==> src/rtl/rr_arbiter_pkg.sv <==
// Shared arbiter constants: request polarity codes, pointer reset value and FSM encodings.
package rr_arbiter_pkg;
  localparam bit ACT_HIGH   = 1'b1;
  localparam bit ACT_LOW    = 1'b0;
  localparam int RR_PTR_RST = 0;

  localparam logic [0:0] S_IDLE = 1'b0;
  localparam logic [0:0] S_BUSY = 1'b1;
endpackage

==> src/rtl/rr_arbiter_pri_enc.sv <==
// Priority encoder: reports the lowest active index of i_in and whether any bit is active.
module pri_enc
  import rr_arbiter_pkg::*;
#(
  parameter int IN  = 4,
  parameter int OUT = 2,
  parameter bit ACT = ACT_HIGH
) (
  input  logic [IN-1:0]  i_in,
  output logic [OUT-1:0] o_idx,
  output logic           o_vld
);
  logic [IN-1:0] w_in;

  assign w_in = ACT ? i_in : ~i_in;

  // Scan high to low so the lowest active index is the last one written.
  always_comb begin
    o_idx = '0;
    o_vld = 1'b0;
    for (int i = IN - 1; i >= 0; i--) begin
      if (w_in[i]) begin
        o_idx = OUT'(i);
        o_vld = 1'b1;
      end
    end
  end
endmodule

==> src/rtl/rr_arbiter.sv <==
// Round-robin arbiter with registered, locked grants; ownership ends on release or request drop.
module rr_arbiter
  import rr_arbiter_pkg::*;
#(
  parameter int REQ = 4,
  parameter int ID  = $clog2(REQ),
  parameter bit ACT = ACT_HIGH
) (
  input  logic           i_clk,
  input  logic           i_reset_,
  input  logic [REQ-1:0] i_req,
  input  logic           i_release,
  output logic [REQ-1:0] o_grant,
  output logic [ID-1:0]  o_grant_id,
  output logic           o_grant_valid
);
  logic [0:0]     r_state;
  logic [ID-1:0]  r_ptr;
  logic [REQ-1:0] r_grant;
  logic [ID-1:0]  r_grant_id;
  logic           r_grant_valid;

  logic [REQ-1:0] w_r, w_c, w_mask, w_m, w_win_oh;
  logic [ID-1:0]  w_m_idx, w_c_idx, w_win, w_ptr_nxt;
  logic           w_m_vld, w_c_vld, w_own_req, w_end;

  assign w_r       = ACT ? i_req : ~i_req;
  assign w_own_req = |(w_r & r_grant);
  assign w_end     = i_release | ~w_own_req;
  // In BUSY the current owner is excluded so the next grant rotates past it.
  assign w_c       = (r_state == S_BUSY) ? (w_r & ~r_grant) : w_r;

  always_comb begin
    w_mask = '0;
    for (int i = 0; i < REQ; i++) w_mask[i] = (ID'(i) >= r_ptr);
  end

  assign w_m = w_c & w_mask;

  pri_enc #(.IN(REQ), .OUT(ID), .ACT(ACT_HIGH)) u_enc_m (
    .i_in (w_m),
    .o_idx(w_m_idx),
    .o_vld(w_m_vld)
  );

  pri_enc #(.IN(REQ), .OUT(ID), .ACT(ACT_HIGH)) u_enc_c (
    .i_in (w_c),
    .o_idx(w_c_idx),
    .o_vld(w_c_vld)
  );

  assign w_win     = w_m_vld ? w_m_idx : w_c_idx;
  assign w_win_oh  = REQ'(1) << w_win;
  assign w_ptr_nxt = (w_win == ID'(REQ - 1)) ? '0 : w_win + ID'(1);

  always_ff @(posedge i_clk) begin
    if (!i_reset_) begin
      r_state       <= S_IDLE;
      r_ptr         <= ID'(RR_PTR_RST);
      r_grant       <= '0;
      r_grant_id    <= '0;
      r_grant_valid <= 1'b0;
    end else if ((r_state == S_IDLE) || w_end) begin
      if (w_c_vld) begin
        r_state       <= S_BUSY;
        r_ptr         <= w_ptr_nxt;
        r_grant       <= w_win_oh;
        r_grant_id    <= w_win;
        r_grant_valid <= 1'b1;
      end else begin
        r_state       <= S_IDLE;
        r_grant       <= '0;
        r_grant_id    <= '0;
        r_grant_valid <= 1'b0;
      end
    end
  end

  assign o_grant       = r_grant;
  assign o_grant_id    = r_grant_id;
  assign o_grant_valid = r_grant_valid;
endmodule

==> config.mk <==
export PLATFORM = sky130hd
export DESIGN_NAME = rr_arbiter
export DESIGN_NICKNAME = d
export VERILOG_FILES = /design/src/rtl/rr_arbiter_pkg.sv /design/src/rtl/rr_arbiter_pri_enc.sv /design/src/rtl/rr_arbiter.sv
export SDC_FILE = /design/constraint.sdc
export NUM_CORES = 1
export LEC_CHECK = 0
export CAP_MARGIN = 15
export CORE_AREA = 2 2 39 41
export CTS_BUF_LIST = sky130_fd_sc_hd__clkbuf_16
export DETAILED_ROUTE_END_ITERATION = 10
export DIE_AREA = 0 0 41 43
export PLACE_DENSITY = 0.71
export SLEW_MARGIN = 20
export SYNTH_ARGS = -nofsm -noshare
export SYNTH_HDL_FRONTEND = slang
export SYNTH_SLANG_ARGS = --single-unit
export TNS_END_PERCENT = 5
==> constraint.sdc <==
create_clock -name i_clk -period 2.77 [get_ports i_clk]
set_clock_uncertainty 0.15 [all_clocks]
set_input_delay 0.831 -clock i_clk [delete_from_list [all_inputs] [get_ports i_clk]]
set_output_delay 0.831 -clock i_clk [all_outputs]
set_load 0.03 [all_outputs]
==> results of run 1 <==
## logic make-up (layout without fill, tap and decap cells)
kind of cell               after synthesis  in the layout
AOI/OAI and AO/OA                       24             24
and+or+nand+nor                         17             17
DFF                                      9              9
buffers and inverters                    5             25
adders and majority gates                4              4
muxes                                    2              2
## worst max-delay path, stage by stage
cell	delay (ns)
clkdlybuf4s50_1	0.51
a21bo_2	0.25
o21ai_0	0.14
a31oi_1	0.06
or2_1	0.29
inv_1	0.10
ha_1	0.23
mux2i_1	0.13
nor2b_1	0.05
## power groups by stage
stage | sequential, mW | clock, mW | combinational [mW]
after floorplan | 0.228 | 0 | 0.124
after global placement | 0.196 | 0 | 0.240
after detailed placement | 0.198 | 0 | 0.244
after CTS | 0.196 | 0.261 | 0.245
after global routing | 0.202 | 0.264 | 0.267
final | 0.196 | 0.255 | 0.242
## cells in the final DEF, fill, tap and decap left out
cell / n
nand2_1: 4
o21ai_1: 1
a31oi_1: 1
o21ai_0: 3
or2_1: 1
nor2_1: 1
dfxtp_1: 9
a22oi_1: 5
a41oi_4: 1
a21oi_2: 1
nor2b_1: 5
clkbuf_16: 3
buf_4: 4
o21bai_1: 1
o211a_1: 1
nand2b_1: 2
a21boi_0: 1
inv_1: 5
a31o_2: 1
a22oi_2: 2
and3_2: 1
ha_1: 4
clkdlybuf4s50_1: 13
a21bo_2: 2
o21a_1: 1
mux2i_1: 2
a21oi_1: 2
nand4_1: 1
a21boi_2: 1
nand3_1: 2
## area by class of cell
type	instances	area, um2
clock inverter	1	3.75
inverter	4	15.0
timing repair buffer	17	160
multi-input combinational	47	370
fill	134	559
tap	16	20.0
sequential	9	180
clock buffer	3	75.1
## flip-flops by register name, indices dropped and copies added, names as in the netlist
signal / cells
o_grant: 4
o_grant_valid: 1
r_ptr: 2
o_grant_id: 2
## path summary, 6_finish.rpt
path / startpoint / endpoint / slack [ns] / cells past startpoint
max: i_req[2] / r_ptr[1] / 0.16 / 9
min: o_grant_id[1] / o_grant_id[1] / 0.31 / 2
max reg2reg: o_grant_valid / o_grant[0] / 0.88 / 8
min reg2reg: o_grant_id[1] / o_grant_id[1] / 0.31 / 2
## per-stage QoR
| stage | utilization (%) | cell area (um2) | hold WS (ns) | setup WS (ns) | instances |
|---|---|---|---|---|---|
| after floorplan | - | 569 | 0.382 | 0.521 | 61 |
| after global placement | 53.9 | 746 | 0.300 | -0.0638 | 93 |
| after detailed placement | 53.9 | 746 | 0.310 | -0.0960 | 93 |
| after CTS | 59.6 | 825 | 0.315 | 0.148 | 97 |
| after global routing | 59.6 | 825 | 0.329 | 0.0192 | 97 |
| final | 59.6 | 825 | 0.307 | 0.158 | 97 |
## metal layers
layer	vias up	track usage (%)	part of all wire [%]
met3	4	4.71	6.8
met2	16	24.7	44
li1	263	-	-
met1	235	18.6	46
met5	-	0	0
met4	0	12.0	2.4
==> flow_summary.toml, run 1 <==
[floorplanning]
fp.coreArea_um2 = 1380
die_h_um = 43
num_rows = 14
initial_utilization_pct = 41.1
dieArea_um2 = 1760
die_w_um = 41
io_pins = 14

[yosys]
ys_ff_latch = 9
yosysTopAreaCellShare_pct = 31.6
synthTopCellsByCount = "dfxtp_1 (9), a22oi_1 (5), nor2b_1 (5)"
synth_nets = 72
synth_top_area_cell = "dfxtp_1"
synth_top_family_by_area = "compound AO/OA/AOI/OAI gates"
synth_compound_area_share_pct = 36.5
seq_area_frac_synth_pct = 31.6
synthFlopType = "dfxtp_1"
yosys-top-cells-area = "dfxtp_1 (32%), ha_1 (8.8%), a22oi_1 (6.6%)"
synth_edf_count = 0
synthMuxAreaShare_pct = 3.52
yosys_warnings = 0
synth-async-reset-ratio_pct = 0
synthSimpleGateAreaFrac_pct = 16.3
synth.most_common_cell = "dfxtp_1"
synthAdderAreaFrac_pct = 8.79
syn_area_per_cell_um2 = 9.33
synthDistinctLibCells = 28
synth_xor_xnor_area_share_pct = 0
synth_cells = 61
syn_area_um2 = 569

[critical_path]
cp.arrival_ns = 2.59
critPathMaxFanout = 4
crit_type = "in -> reg"
crit_path_end_kind = "register"
crit_required_ns = 2.75
critPathLaunchType = "input pin"

[sta]
max_slew.worst_pin.slew_ns = 0.451
finalSetupTns_ns = 0
relSlewSlack_pct = 69.9
layout_min_cycle_time_ns = 2.61
min_period_over_period_pct = 94.3
hold_viol = 0
rsz0062_at_grt = "false"
fmax_mhz = 383
setup_viol = 0
maxSlewViolCount = 0

[layout]
diodes = 0
final_layout_size_suffix_gt1_share_pct = 19.8
nets = 93
syn_to_final_growth_pct = 44.8

[global_routing]
track_usage_pct = 16.4
grt-ovfl-total = 0
grt_first_pass_wirelength_um = 1910
grt_pass1_vias = 465
antenna_found_initial = 0
grt_max_degree = 12

[clock_network]
clock_path_buffers = 2
post_cts_buffers = 0
cts_tree = "yes"
clkSinkCount = 9
ctsHoldBuffers = 0
path_clk_slew_ns = 0.04
root_buffer = "clkbuf_16"
worstSkewPairLatency_ns = 0.24
numCtsBuffers = 3
htreeDepth = 1
cts_resized = 0

[power]
pwr-share-comb_pct = 34.9
power_density_nw_per_um2 = 841
finalPower_uw = 693
p_int_uw = 465
p_sw_uw = 228
peakVddDrop_mv = 0.548
clockPowerShare_pct = 36.8
swShare_pct = 32.9
seq_power_share_pct = 28.3
p_leak_nw = 0.338

[min_path]
hp-class = "reg -> reg"

[outcome]
status = "finished, final reports clean"

[routing]
wire_per_inst_um = 12.2
drt_iter0_drc = 5
vias = 518
drc = 0
drtPass1Iterations = 4
ant_nets = 0
routed_wl_um = 1190
viasPerCell = 5.34

[place]
hpwl_um = 874
portBuffers = 13
globalplace.congestion = 0.741

[job]
maxCapViolCount = 0
Power figures use the tool's default switching activity.
==> inputs of run 2 (changes only) <==
Settings changed: PLACE_DENSITY 0.71 to 0.74, SETUP_SLACK_MARGIN set to 0.2.
==> run 2 against run 1 <==
Global-route usage is 1.2 points higher. Largest power group is now combinational cells. Via count is 5.0% higher. Critical path type is now reg -> out. Wire length is 13% higher. Largest cell class unchanged. Register-to-register slack worse by 0.09 ns. Die area stayed put. Flip-flop and latch count stayed put. Critical path depth is 8 lower. Final area is 9.3% higher.
==> flow_summary.toml, run 2 (synthesized netlist as in run 1, its figures left out) <==
[outcome]
status = "finished, final reports clean"

[global_routing]
grt_pass1_vias = 519
grt-ovfl-total = 0
grt_first_pass_wirelength_um = 2090
grt_max_degree = 12
track_usage_pct = 17.7
antenna_found_initial = 0

[critical_path]
reg2reg_depth = 8
critPathMaxStageDelay_ns = 0.73
r2r-start = "o_grant_valid"
critPathLaunchType = "register"
crit_required_ns = 1.79
cp.arrival_ns = 1.46
path_cells = "clkdlybuf4s50_1"
crit_family = "buffers and inverters"
critPathMaxFanout = 8
cp_slowest_cell = "clkdlybuf4s50_1"
path_buf_inv = 1
crit_type = "reg -> out"
reg2reg_slack_ns = 0.79
crit_path_end_kind = "output port"
reg2reg_to = "o_grant[2]"

[job]
maxCapViolCount = 0

[routing]
routed_wl_um = 1340
drt_iter0_drc = 3
drtPass1Iterations = 4
drc = 0
ant_nets = 0
vias = 544
wire_per_inst_um = 12.9
viasPerCell = 5.23

[sta]
hold_viol = 0
finalSetupTns_ns = 0
rsz0062_at_grt = "false"
fmax_mhz = 410
max_slew.worst_pin.slew_ns = 0.333
layout_min_cycle_time_ns = 2.44
min_period_over_period_pct = 88.1
setup_viol = 0
relSlewSlack_pct = 77.7
maxSlewViolCount = 0

[clock_network]
htreeDepth = 1
worstSkewPairLatency_ns = 0.23
path_clk_slew_ns = 0.04
clkSinkCount = 9
ctsHoldBuffers = 0
clock_path_buffers = 2
root_buffer = "clkbuf_16"
numCtsBuffers = 3
cts_tree = "yes"

[layout]
largest_reg_flops = 4
diodes = 0
layout_commonest_cell = "buf_4"
syn_to_final_growth_pct = 58.2
layout_common_cells = "buf_4 (10), clkdlybuf4s50_1 (9), dfxtp_1 (9)"
final_layout_size_suffix_gt1_share_pct = 27.3
nets = 100
final_core_util_pct = 65.1
fillers = 133

[floorplanning]
die_h_um = 43
die_w_um = 41
num_rows = 14
dieArea_um2 = 1760
fp.coreArea_um2 = 1380
initial_utilization_pct = 41.1
io_pins = 14

[place]
portBuffers = 13
globalplace.congestion = 0.764
hpwl_um = 905

[min_path]
hp-class = "reg -> reg"
whs_path_depth = 2
hold_end = "o_grant_id[1]"
min-delay-start = "o_grant_id[1]"

[power]
power_density_nw_per_um2 = 816
peakVddDrop_mv = 0.719
p_leak_nw = 0.409
run 2: through the flow:
step                      cells  setup slack, ns  hold slack [ns]  instance area (um2)  power [mW]
after global routing        104            0.277            0.352                  901       0.782
final                       104            0.329            0.311                  901       0.735
after global placement       95          -0.0501            0.299                  761       0.441
after CTS                   102            0.177            0.316                  861       0.721
after floorplan              61            0.521            0.382                  569       0.352
after detailed placement     95          -0.0662            0.300                  761       0.447
run 2: cell type report:
type	count	area [um2]	area share, %
multi-input combinational	47	384	42.6
timing repair buffer	24	223	24.7
sequential	9	180	20.0
clock buffer	3	75.1	8.33
tap	16	20.0	2.22
inverter	4	15.0	1.67
clock inverter	1	3.75	0.417
run 2: worst max path at each step:
| stage | cells after the start | from | slack (ns) | end |
|---|---|---|---|---|
| final | 1 | o_grant_valid | 0.33 | o_grant_valid |
| after global routing | 1 | o_grant_valid | 0.28 | o_grant_valid |
| after CTS | 10 | i_req[0] | 0.18 | o_grant[2] |
| after detailed placement | 9 | i_req[2] | -0.07 | r_ptr[1] |
| after floorplan | 8 | i_req[2] | 0.52 | r_ptr[1] |
| after global placement | 9 | i_req[2] | -0.05 | r_ptr[1] |
run 2: what timing repair did:
| item | 4_1_cts | 5_1_grt |
|---|---|---|
| hold endpoints to repair | 0 | 0 |
| endpoints found under the setup margin | 3 | 5 |
| buffers inserted | 3 | 2 |
| pin swaps | 2 | 4 |
| gates resized for setup | 2 | 6 |
run 2: metal layers:
metal  GRT usage, %  up-vias  part of all wire (%)
met3           3.66        4                   4.6
met2           29.1       13                    49
met1           19.7      251                    44
li1               -      276                     -
met5              0        -                     0
met4           10.0        0                   2.5
run 2: power breakdown:
part           internal [mW]  switching [mW]
logic                  0.151           0.140
clock network          0.188          0.0565
registers              0.160          0.0398
==> inputs of run 3 (changes only) <==
Settings changed: GPL_TIMING_DRIVEN set to 0.
==> run 3 against run 2 <==
Sequential share of layout area grew 1.6 points. Via count shrank 4.8%. Wire length shrank 11%. Non-clock buffer count shrank 8. Sequential power is essentially flat. Final cell count shrank 7.7%. Total power shrank 5.4%. Highest routed layer unchanged.
==> flow_summary.toml, run 3 (synthesized netlist as in run 1, its figures left out) <==
[layout]
layout_commonest_cell = "clkdlybuf4s50_1"
final_cells = 96
final_core_util_pct = 60.2
final_area_um2 = 833
largest_reg_flops = 4
fillers = 129
layout_common_cells = "clkdlybuf4s50_1 (10), dfxtp_1 (9), a22oi_1 (5), nor2b_1 (5)"
diodes = 0
syn_to_final_growth_pct = 46.4
final_layout_size_suffix_gt1_share_pct = 18.8
nets = 92

[power]
p_leak_nw = 0.350
peakVddDrop_mv = 0.370
finalPower_uw = 696
power_density_nw_per_um2 = 835

[place]
globalplace.congestion = 0.747
dpl_cell_area_um2 = 719
portBuffers = 13
dp.cells = 90
hpwl_um = 818
place_ws_ns = -0.0953

[routing]
drc = 0
drt_iter0_drc = 5
routed_wl_um = 1190
vias = 518
wire_per_inst_um = 12.4
viasPerCell = 5.40
drtPass1Iterations = 4
ant_nets = 0

[critical_path]
crit_type = "reg -> out"
r2r-start = "o_grant_valid"
reg2reg_to = "r_ptr[1]"
path_buf_inv = 1
reg2reg_slack_ns = 0.85
crit_path_end_kind = "output port"
critPathMaxStageDelay_ns = 0.74
crit_family = "buffers and inverters"
cp_slowest_cell = "clkdlybuf4s50_1"
reg2reg_depth = 8
cp.arrival_ns = 1.47
path_cells = "clkdlybuf4s50_1"
critPathMaxFanout = 8
critPathLaunchType = "register"
crit_required_ns = 1.79

[min_path]
hp-class = "reg -> reg"
min-delay-start = "o_grant_id[1]"
whs_path_depth = 2
hold_end = "o_grant_id[1]"

[sta]
layout_min_cycle_time_ns = 2.45
rsz0062_at_grt = "false"
finalSetupTns_ns = 0
timing.final.ws_setup_ns = 0.318
relSlewSlack_pct = 70.3
max_slew.worst_pin.slew_ns = 0.445
min_period_over_period_pct = 88.5
holdWs_ns = 0.308
hold_viol = 0
fmax_mhz = 408
setup_viol = 0
maxSlewViolCount = 0

[global_routing]
grt-ovfl-total = 0
grt_pass1_vias = 449
grt_first_pass_wirelength_um = 1820
antenna_found_initial = 0
track_usage_pct = 15.5
grt_max_degree = 11

[clock_network]
path_clk_slew_ns = 0.04
cts_tree = "yes"
clkSinkCount = 9
root_buffer = "clkbuf_16"
htreeDepth = 1
ctsHoldBuffers = 0
numCtsBuffers = 3
clock_path_buffers = 2
worstSkewPairLatency_ns = 0.23

[floorplanning]
io_pins = 14
fp.coreArea_um2 = 1380
dieArea_um2 = 1760
initial_utilization_pct = 41.1
num_rows = 14
die_w_um = 41
die_h_um = 43

[job]
maxCapViolCount = 0

[outcome]
status = "finished, final reports clean"
-- run 3: changes by cell type in the layout (fill, tap and decap cells not counted), sizes merged --
cell           previous run  this run
buf                      11         2
dlymetal6s2s              3         1
clkbuf                    3         4
clkdlybuf4s50             9        10
dlygate4sd2               1         2
-- run 3: worst max path at each step --
stage | startpoint | endpoint | slack, ns | cells after the start
2_1_floorplan | i_req[2] | r_ptr[1] | 0.52 | 8
3_3_place_gp | i_req[2] | r_ptr[1] | -0.09 | 9
3_5_place_dp | i_req[2] | r_ptr[1] | -0.1 | 9
4_1_cts | i_req[3] | o_grant[0] | 0.22 | 8
5_1_grt | o_grant_valid | o_grant_valid | 0.25 | 1
6_report | o_grant_valid | o_grant_valid | 0.32 | 1
-- run 3: per-layer routing --
layer	share of wire, %	track usage, %	up-vias
li1	-	-	261
met1	48	19.0	235
met2	44	22.5	20
met3	6.5	6.28	2
met4	1.4	8.00	0
met5	0	0	-
-- run 3: layout make-up --
class                           count  area, um2  share of cell area (%)
Inverter                            4       15.0                    1.80
Tap cell                           16       20.0                    2.40
Sequential cell                     9        180                    21.6
Multi-Input combinational cell     47        390                    46.8
Clock inverter                      1       3.75                   0.450
Buffer                              1       3.75                   0.450
Timing Repair Buffer               15        145                    17.4
Clock buffer                        3       75.1                    9.01
-- run 3: worst reg2reg max path, stage by stage (launching register included) --
cell and delay (ns):
dfxtp_1 0.50, a21bo_4 0.22, o21ai_0 0.09, a31oi_1 0.14, or2_1 0.21, inv_2 0.06
ha_1 0.26, mux2i_1 0.13, nor2b_1 0.06
-- run 3: timing repair --
action                                  4_1_cts  5_1_grt
endpoints found under the setup margin        3        4
endpoints found under the hold margin         0        0
pin swaps                                     1        2
buffers inserted                              1        1
gates resized for setup                       4        3
-- run 3: report_power, final --
group	internal, mW	switching (mW)	total, mW
combinational	0.122	0.128	0.250
clock	0.188	0.0583	0.246
sequential	0.160	0.0392	0.199
